`src/rtl/ram_bist_sequencer_if.sv`:
```
// Bundle of the control, status and RAM-side signals of the BIST sequencer.
// The slave modport is the sequencer itself. The master modport is the
// environment around it: the lab top level plus the RAM.
interface ram_bist_sequencer_if #(
  parameter int ADDR_W = 6,
  parameter int DATA_W = 8
);
  logic              start;
  logic [1:0]        pattern_sel;
  logic [DATA_W-1:0] ram_data_out;
  logic [DATA_W-1:0] ram_data_in;
  logic [ADDR_W-1:0] ram_address;
  logic              ram_cs;
  logic              ram_rw;
  logic              busy;
  logic              done;
  logic              pass;
  logic [ADDR_W:0]   err_count;
  logic [ADDR_W-1:0] first_err_addr;

  modport master (
    output start, pattern_sel, ram_data_out,
    input  ram_data_in, ram_address, ram_cs, ram_rw,
    input  busy, done, pass, err_count, first_err_addr
  );

  modport slave (
    input  start, pattern_sel, ram_data_out,
    output ram_data_in, ram_address, ram_cs, ram_rw,
    output busy, done, pass, err_count, first_err_addr
  );
endinterface

```
`src/rtl/ram_bist_sequencer.sv`:
```
// RAM BIST sequencer.
// The sequencer writes a selected pattern to every RAM location. It then
// reads each location back and compares it with the pattern, counting the
// mismatches and capturing the first failing address.
module ram_bist_sequencer #(
  parameter int ADDR_W   = 6,
  parameter int DATA_W   = 8,
  parameter int READ_LAT = 1
) (
  input  logic clk,
  input  logic rst,
  ram_bist_sequencer_if.slave bus
);

  typedef enum logic [2:0] {
    IDLE    = 3'd0,
    WRITE   = 3'd1,
    RD_REQ  = 3'd2,
    RD_WAIT = 3'd3,
    RD_CHK  = 3'd4,
    DONE    = 3'd5
  } state_t;

  localparam logic [ADDR_W-1:0] LAST_ADDR = '1;
  localparam logic [1:0]        WAIT_INIT = 2'(READ_LAT - 1);

  state_t            state_q;
  logic [ADDR_W-1:0] addr_q;
  logic [1:0]        pat_q;
  logic [1:0]        wait_q;
  logic [ADDR_W:0]   err_q;
  logic [ADDR_W-1:0] first_q;
  logic              cs_q;
  logic              rw_q;
  logic [DATA_W-1:0] din_q;
  logic              busy_q;
  logic              done_q;
  logic              pass_q;
  logic              mismatch;

  // Expected contents of a location for a given pattern.
  function automatic logic [DATA_W-1:0] exp_data(input logic [1:0] sel,
                                                 input logic [ADDR_W-1:0] a);
    case (sel)
      2'd0:    return '0;
      2'd1:    return '1;
      2'd2:    return a[0] ? {(DATA_W/2){2'b10}} : {(DATA_W/2){2'b01}};
      default: return DATA_W'(a);
    endcase
  endfunction

  // The comparison only feeds state updates and never reaches an output directly.
  assign mismatch = (bus.ram_data_out != exp_data(pat_q, addr_q));

  // Sequencer FSM. Every RAM-side and status output is registered here.
  always_ff @(posedge clk) begin
    if (rst) begin
      state_q <= IDLE;
      addr_q  <= '0;
      pat_q   <= '0;
      wait_q  <= '0;
      err_q   <= '0;
      first_q <= '0;
      cs_q    <= 1'b0;
      rw_q    <= 1'b0;
      din_q   <= '0;
      busy_q  <= 1'b0;
      done_q  <= 1'b0;
      pass_q  <= 1'b0;
    end else begin
      case (state_q)
        IDLE, DONE: begin
          if (bus.start) begin
            pat_q   <= bus.pattern_sel;
            addr_q  <= '0;
            err_q   <= '0;
            first_q <= '0;
            done_q  <= 1'b0;
            pass_q  <= 1'b0;
            busy_q  <= 1'b1;
            cs_q    <= 1'b1;
            rw_q    <= 1'b1;
            din_q   <= exp_data(bus.pattern_sel, '0);
            state_q <= WRITE;
          end
        end
        WRITE: begin
          if (addr_q == LAST_ADDR) begin
            // The write phase ends here. Reads restart from address 0.
            addr_q  <= '0;
            rw_q    <= 1'b0;
            din_q   <= '0;
            state_q <= RD_REQ;
          end else begin
            addr_q <= addr_q + 1'b1;
            din_q  <= exp_data(pat_q, addr_q + 1'b1);
          end
        end
        RD_REQ: begin
          if (READ_LAT > 1) begin
            wait_q  <= WAIT_INIT;
            state_q <= RD_WAIT;
          end else begin
            state_q <= RD_CHK;
          end
        end
        RD_WAIT: begin
          if (wait_q <= 2'd1) state_q <= RD_CHK;
          else                wait_q  <= wait_q - 1'b1;
        end
        RD_CHK: begin
          if (mismatch) begin
            if (err_q == '0) first_q <= addr_q;
            err_q <= err_q + 1'b1;
          end
          if (addr_q == LAST_ADDR) begin
            addr_q  <= '0;
            cs_q    <= 1'b0;
            busy_q  <= 1'b0;
            done_q  <= 1'b1;
            pass_q  <= (err_q == '0) && !mismatch;
            state_q <= DONE;
          end else begin
            addr_q  <= addr_q + 1'b1;
            state_q <= RD_REQ;
          end
        end
        default: state_q <= IDLE;
      endcase
    end
  end

  assign bus.ram_cs         = cs_q;
  assign bus.ram_rw         = rw_q;
  assign bus.ram_address    = addr_q;
  assign bus.ram_data_in    = din_q;
  assign bus.busy           = busy_q;
  assign bus.done           = done_q;
  assign bus.pass           = pass_q;
  assign bus.err_count      = err_q;
  assign bus.first_err_addr = first_q;

endmodule

```
`src/flat_wrapper.sv`:
```
// flat-port wrapper written by rule: the top's interface ports become plain ports
module ram_bist_sequencer_flat 
#(
  parameter int ADDR_W   = 6,
  parameter int DATA_W   = 8,
  parameter int READ_LAT = 1
)
  (clk, rst, bus_start, bus_pattern_sel, bus_ram_data_out, bus_ram_data_in, bus_ram_address, bus_ram_cs, bus_ram_rw, bus_busy, bus_done, bus_pass, bus_err_count, bus_first_err_addr);
  ram_bist_sequencer_if #(.ADDR_W(ADDR_W), .DATA_W(DATA_W)) bus_i ();
  input  logic clk;
  input  logic rst;
  input wire logic [$bits(bus_i.start)-1:0] bus_start;
  input wire logic [$bits(bus_i.pattern_sel)-1:0] bus_pattern_sel;
  input wire logic [$bits(bus_i.ram_data_out)-1:0] bus_ram_data_out;
  output wire logic [$bits(bus_i.ram_data_in)-1:0] bus_ram_data_in;
  output wire logic [$bits(bus_i.ram_address)-1:0] bus_ram_address;
  output wire logic [$bits(bus_i.ram_cs)-1:0] bus_ram_cs;
  output wire logic [$bits(bus_i.ram_rw)-1:0] bus_ram_rw;
  output wire logic [$bits(bus_i.busy)-1:0] bus_busy;
  output wire logic [$bits(bus_i.done)-1:0] bus_done;
  output wire logic [$bits(bus_i.pass)-1:0] bus_pass;
  output wire logic [$bits(bus_i.err_count)-1:0] bus_err_count;
  output wire logic [$bits(bus_i.first_err_addr)-1:0] bus_first_err_addr;
  assign bus_i.start = bus_start;
  assign bus_i.pattern_sel = bus_pattern_sel;
  assign bus_i.ram_data_out = bus_ram_data_out;
  assign bus_ram_data_in = bus_i.ram_data_in;
  assign bus_ram_address = bus_i.ram_address;
  assign bus_ram_cs = bus_i.ram_cs;
  assign bus_ram_rw = bus_i.ram_rw;
  assign bus_busy = bus_i.busy;
  assign bus_done = bus_i.done;
  assign bus_pass = bus_i.pass;
  assign bus_err_count = bus_i.err_count;
  assign bus_first_err_addr = bus_i.first_err_addr;
  ram_bist_sequencer #(.ADDR_W(ADDR_W), .DATA_W(DATA_W), .READ_LAT(READ_LAT)) u_core (.clk(clk), .rst(rst), .bus(bus_i));
endmodule
```
`config.mk`:
```
export PLATFORM = sky130hd
export DESIGN_NAME = ram_bist_sequencer_flat
export DESIGN_NICKNAME = d
export VERILOG_FILES = /design/src/rtl/ram_bist_sequencer_if.sv /design/src/rtl/ram_bist_sequencer.sv /design/src/flat_wrapper.sv
export SDC_FILE = /design/constraint.sdc
export NUM_CORES = 1
export LEC_CHECK = 0
export CAP_MARGIN = 30
export CORE_ASPECT_RATIO = 0.5
export CORE_UTILIZATION = 46
export CTS_BUF_LIST = sky130_fd_sc_hd__clkbuf_4 sky130_fd_sc_hd__clkbuf_8 sky130_fd_sc_hd__clkbuf_16
export DETAILED_ROUTE_END_ITERATION = 10
export PLACE_DENSITY = 0.85
export SLEW_MARGIN = 30
export SYNTH_ARGS = -nofsm -noshare
export SYNTH_HDL_FRONTEND = slang
export SYNTH_SLANG_ARGS = --single-unit
```
`constraint.sdc`:
```
create_clock -name clk -period 2 [get_ports clk]
set_input_delay 0.5 -clock clk [delete_from_list [all_inputs] [get_ports clk]]
set_output_delay 0.5 -clock clk [all_outputs]
set_load 0.02 [all_outputs]
```
# After elaboration in Yosys (flattened, before gate mapping)
# Index checks and enable logic that the tools add are counted.
# totals
register_bits	38
# classes
reduce_logical	19
n_eq_ne	17
addsub	3
order_cmp	1
mux	31
n_bitwise	1
# ops
op	n
one-hot mux 8 bit (3 select lines)	2
2-to-1 mux 8 bit	4
one-hot mux 8 bit (2 select lines)	2
2-to-1 mux 6 bit	4
one-hot mux 6 bit (2 select lines)	2
one-hot mux 3 bit (5 select lines)	1
2-to-1 mux 7 bit	2
one-hot mux 7 bit (2 select lines)	1
2-to-1 mux 3 bit	4
AND reduction 3 bit	4
inequality test 2 x 1 -> 1 bit, second input constant	5
inequality test 8 bit	1
one-hot mux 1 bit (2 select lines)	4
AND reduction 2 bit	4
adder 7 x 1 -> 7 bit, second input constant	1
zero test 7 bit	1
adder 6 x 1 -> 6 bit, second input constant	1
equality test 3 x 2 -> 1 bit, second input constant	2
equality test 3 bit, second input constant	2
equality test 6 bit, second input constant	1
nonzero test 2 bit	3
2-to-1 mux 1 bit	5
equality test 2 x 1 -> 1 bit, second input constant	2
equality test 2 bit, second input constant	2
11 further kinds	12

# Logic depth before layout (Yosys ltp)
# Gate-level depths: netlist of the first run.
# depth
ltp_word	7
mapped_depth	10
ltp_nobuf	8

# Least setup slack after synthesis of the first run
# Ideal clock, no wire load.
# synth_timing
path_kind	reg-to-reg
from	reg u_core.addr_q[0] (netlist: u_core.bus.ram_address[0])
to	reg u_core.err_q[6] (netlist: u_core.bus.err_count[6])
slack_ps	-46
stages_incl_launch_ff	10
synth_period_minus_slack_ps	2046
setup_time_ps	122
arrival_time_ps	1925
cell_sequence	dfxtp_1 -> buf_4 -> nand2_2 -> nor2_1 -> a2111oi_4 -> a311oi_2 -> or3_1 -> buf_6 -> a21oi_4 -> a221o_1
# synth_between
elab_chain_len	5
# synth_lines
item	line	text
start, declared	ram_bist_sequencer.sv:28	logic [ADDR_W-1:0] addr_q;
start signal, assigned	ram_bist_sequencer.sv:95	addr_q <= addr_q + 1'b1;
start signal, assigned	ram_bist_sequencer.sv:124	addr_q <= addr_q + 1'b1;
2-to-1 mux 8 bit	ram_bist_sequencer.sv:47	2'd2: return a[0] ? {(DATA_W/2){2'b10}} : {(DATA_W/2){2'b01}};
one-hot mux 8 bit (3 select lines) *	ram_bist_sequencer.sv:44	case (sel)
inequality test 8 bit *	ram_bist_sequencer.sv:53	assign mismatch = (bus.ram_data_out != exp_data(pat_q, addr_q));
inequality test 2 x 1 -> 1 bit (no line) *	--	
AND reduction 3 bit (no line) *	--	
end signal, assigned	ram_bist_sequencer.sv:114	err_q <= err_q + 1'b1;
end, declared	ram_bist_sequencer.sv:31	logic [ADDR_W:0] err_q;
# Mark *: on every way between the ends. The rest lies on a longest branch, timed or not.
# A chain may end at the register's enable or synchronous reset.

# Worst setup path in the final report of the first run
# layout_timing
from	reg u_core.pat_q[0]
to	reg u_core.err_q[0] (netlist: u_core.bus.err_count[0])
# layout_between
elab_chain_len	5
elab_cells_between_ends	7
# layout_lines
item	line	text
start, declared	ram_bist_sequencer.sv:29	logic [1:0] pat_q;
start signal, assigned	ram_bist_sequencer.sv:74	pat_q <= bus.pattern_sel;
equality test 2 bit, or another cell as far along	ram_bist_sequencer.sv:44	
one-hot mux 8 bit (3 select lines) *	ram_bist_sequencer.sv:44	
inequality test 8 bit *	ram_bist_sequencer.sv:53	
inequality test 2 x 1 -> 1 bit (no line) *	--	
AND reduction 3 bit (no line) *	--	
# Marked as above.

==> flow_metrics.env, run 1 <==
export IMPL_rsz0062_at_grt="true"
export IMPL_cts_max_path_buffers=2
export IMPL_report_final_hold_viol_count=0
export IMPL_status="finished with violations"
export IMPL_max_freq_mhz=488
export IMPL_max_slew_margin_rel=0.583
export IMPL_switching_share=0.261
export IMPL_h_tree_depth=2
export IMPL_whs_path_depth=2
export IMPL_synth_seq_cells=38
export IMPL_total_congestion_overflow_after_global_routing=0
export IMPL_timing_rr_start="u_core.pat_q[0]"
export IMPL_synth_edf_count=0
export IMPL_critical_path_buf_inv_count=2
export IMPL_port_buffer_count=44
export IMPL_final_period_utilization=1.02
export IMPL_clk_pin_slew_worst_paths_ns=0.08
export IMPL_power_clock_fraction=0.405
export IMPL_floorplan_core_area_sq_um=4470
export IMPL_fill_cell_count=318
export IMPL_timing_critical_path_from="u_core.pat_q[0]"
export IMPL_drt_iter0_markers=140
export IMPL_number_of_antenna_violations_at_the_first_check_in_global_routing=0
export IMPL_violations="setup timing"
export IMPL_route_vias_total=2355
export IMPL_arrival_ns=2.30
export IMPL_worst_r2r_cell_count=8
export IMPL_grt_start_max_net_pins=20
export IMPL_busiest_layer="met2"
export IMPL_criticalPathCategory="register to register"
export IMPL_hold_path_class="register to register"
export IMPL_critical_path_cell_count=8
export IMPL_worst_ep_required_time_ns=2.26
export IMPL_finalClockSkew_ns=0.00863
export IMPL_first_global_vias=2198
export IMPL_met3_usage=0.0766
export IMPL_grt_util_all_layers=0.264
export IMPL_numClockSinks=38
export IMPL_crit_path_end_kind="register"
export IMPL_net_count_synth=284
export IMPL_cts_root_buffer="clkbuf_8"
export IMPL_pwr_density_cell_nw_per_um2=643
export IMPL_worstSkewPairLatency_ns=0.30
export IMPL_synth_commonest_cells="38 x dfxtp_1, 34 x nor2_1, 21 x a21oi_1"
export IMPL_nNetsFinal=366
export IMPL_post_route_min_period_ns=2.05
export IMPL_gpl_wtd_cong=0.885
export IMPL_vias_per_cell=5.80
export IMPL_slew_at_the_pin_closest_to_its_max_slew_limit_ns=0.619
export IMPL_drt_antenna_violating_nets=0
export IMPL_cts_inserted_buffers=5
export IMPL_drc_errors=0
export IMPL_comb_power_share=0.197
export IMPL_seq_power_share=0.397
export IMPL_min_delay_start="u_core.wait_q[1]"
export IMPL_post_route_cells_drive_above_1_share=0.249
export IMPL_internal_power_w=0.00151
export IMPL_synth_ff_type="dfxtp_1"
export IMPL_worst_slack_ns=-0.0477
export IMPL_design_die_area_sq_um=5020
export IMPL_synth_warning_count=0
export IMPL_crit_path_top_delay_cell="or3_4"
export IMPL_netlist_top_cells_area="dfxtp_1 35%, nor2_1 5.9%, a21oi_1 4.8%"
export IMPL_grt_util_met1=0.303
export IMPL_average_footprint_of_a_synthesized_cell_sq_um=8.17
export IMPL_syn_cell_area_sq_um=2170
export IMPL_site_row_count=17
export IMPL_maxCapViolCount=0
export IMPL_floorplan_initialDensity=0.486
export IMPL_synthCells=266
export IMPL_timing_critical_path_cells="buf_6 -> buf_4 -> o21ai_0 -> a22o_1 -> o21ai_2 -> or3_4 -> a21oi_4 -> mux2_2"
export IMPL_max_vdd_ir_drop_mv=0.346
export IMPL_die_w_um=99.2
export IMPL_yosysMostFrequentCell="dfxtp_1"
export IMPL_fp_dieH_um=50.6
export IMPL_timing_critical_path_slowest_cell_delay_ns=0.45
export IMPL_globalRouteMet2Util=0.452
export IMPL_detail_route_wirelength_um=6290
export IMPL_tritoncts_clock_tree="done"
export IMPL_insertedDiodeCount=0
export IMPL_syn_to_final_growth_pct=46.3
export IMPL_dp_hpwl_um=4130
export IMPL_route_detailed_wl_per_inst_um=15.5
export IMPL_cts_hold_repair_buffers=0
export IMPL_finish_cell_count_without_fillers=406
export IMPL_synth_seq_area_share=0.350
export IMPL_critical_path_startpoint_type="register"
export IMPL_grt_first_pass_wirelength_um=10200
export IMPL_synth_largest_area_cell="dfxtp_1"
export IMPL_p_sw_w=0.000534
export IMPL_share_of_synthesized_registers_carrying_an_async_set_or_reset=0
export IMPL_ioPinCount=45
export IMPL_finalSetupViolCount=7
export IMPL_post_place_cells=390
export IMPL_path_delay_family="compound AO/OA/AOI/OAI gates"
export IMPL_ys_types=55
export IMPL_cp_max_fo=7
export IMPL_power_leakage_nw=1.30
export IMPL_report_final_slew_viol_count=0
export IMPL_drtPass1Iterations=7
export IMPL_fin_area_sq_um=3180
export IMPL_netlist_area_leader_share=0.350
export IMPL_power_total_w=0.00204
export IMPL_place_area_sq_um=2870
## path summary, 6_finish.rpt
check	endpoint	slack, ns
min reg2reg	u_core.wait_q[1]	0.47
max reg2reg	u_core.bus.err_count[0]	-0.05
min	u_core.wait_q[1]	0.47
max	u_core.bus.err_count[0]	-0.05
## tightest hold or removal path, stage by stage (launching register included)
cell and delay [ns]:
dfxtp_1 0.32, inv_1 0.07, nor3_1 0.05
## registers in the layout, indices dropped and copies added (netlist names)
signal                     count
u_core.bus.first_err_addr      6
u_core.bus.ram_address         6
u_core.bus.ram_rw              1
u_core.state_q                 3
u_core.bus.ram_data_in         8
u_core.wait_q                  2
u_core.bus.done                1
u_core.bus.err_count           7
u_core.bus.pass                1
u_core.pat_q                   2
u_core.bus.busy                1
## cell families after synthesis
logic type / share of synthesized area
and+or+nand+nor: 0.256
AOI/OAI and AO/OA: 0.249
DFF: 0.350
buffers and inverters: 0.0662
xor gates and xnor gates: 0.0403
adders and majority gates: 0.0288
muxes: 0.00979
## layer usage
| metal | wire (um) | up-vias |
|---|---|---|
| met5 | 0 | - |
| met4 | 147 | 0 |
| met3 | 451 | 22 |
| met2 | 3040 | 104 |
| met1 | 2650 | 1109 |
| li1 | - | 1120 |
## final cells by class
type                    count  area (sq um)  share of cell area
well taps                  57          71.3              0.0224
inverters                  10          40.0              0.0126
flip-flops and latches     38           769               0.242
repair buffers             91           808               0.254
clock inverters             2          60.1              0.0189
clock buffers               6          82.6              0.0260
multi-input cells         202          1350               0.423
## layout by cell type, fill, tap and decap left out, types with 5 or more instances in the layout
master            n
dlygate4sd2_1     8
nand2_1          12
nand4_1           8
clkbuf_8          6
o21ai_0          15
a21oi_1          20
nor3_1           10
clkdlybuf4s50_1  35
buf_6             6
xnor2_1           6
nor2_1           33
ha_1              5
nand3_1           9
dfxtp_1          35
buf_4            41
a22o_1            5
inv_1             9
## what timing repair did
action                     in CTS  in global routing
setup endpoints to repair      19                 22
buffers inserted                7                  1
gates resized for setup        21                 20
pin swaps                      12                 12
## through the flow
stage               hold WS, ns  setup slack, ns   util  TNS (ns)
CTS                       0.480          -0.0160  0.694   -0.0160
global route              0.490           -0.138  0.711     -1.19
detailed placement        0.469           -0.702  0.643     -8.69
floorplan                 0.442          0.00979      -         0
global placement          0.451           -0.529  0.643     -6.24
finish                    0.475          -0.0477  0.711    -0.273
## power groups by stage
stage                     Combinational, W  Sequential, W  Clock [W]
final                             0.000403       0.000812   0.000828
after global routing              0.000436       0.000816   0.000870
after CTS                         0.000378       0.000810   0.000827
after detailed placement          0.000359       0.000827          0
after global placement            0.000351       0.000826          0
after floorplan                   0.000186       0.000849          0
No activity file was read; power rests on OpenSTA's default activity.
==> run 2, diff against run 1 <==
--- a/config.mk
+++ b/config.mk
@@ -5,7 +5,6 @@
 export SDC_FILE = /design/constraint.sdc
 export NUM_CORES = 1
 export LEC_CHECK = 0
-export CAP_MARGIN = 30
 export CORE_ASPECT_RATIO = 0.5
 export CORE_UTILIZATION = 46
 export CTS_BUF_LIST = sky130_fd_sc_hd__clkbuf_4 sky130_fd_sc_hd__clkbuf_8 sky130_fd_sc_hd__clkbuf_16
==> results of run 2 <==
No change in the layout: final DEF, timing and power equal those of run 1.
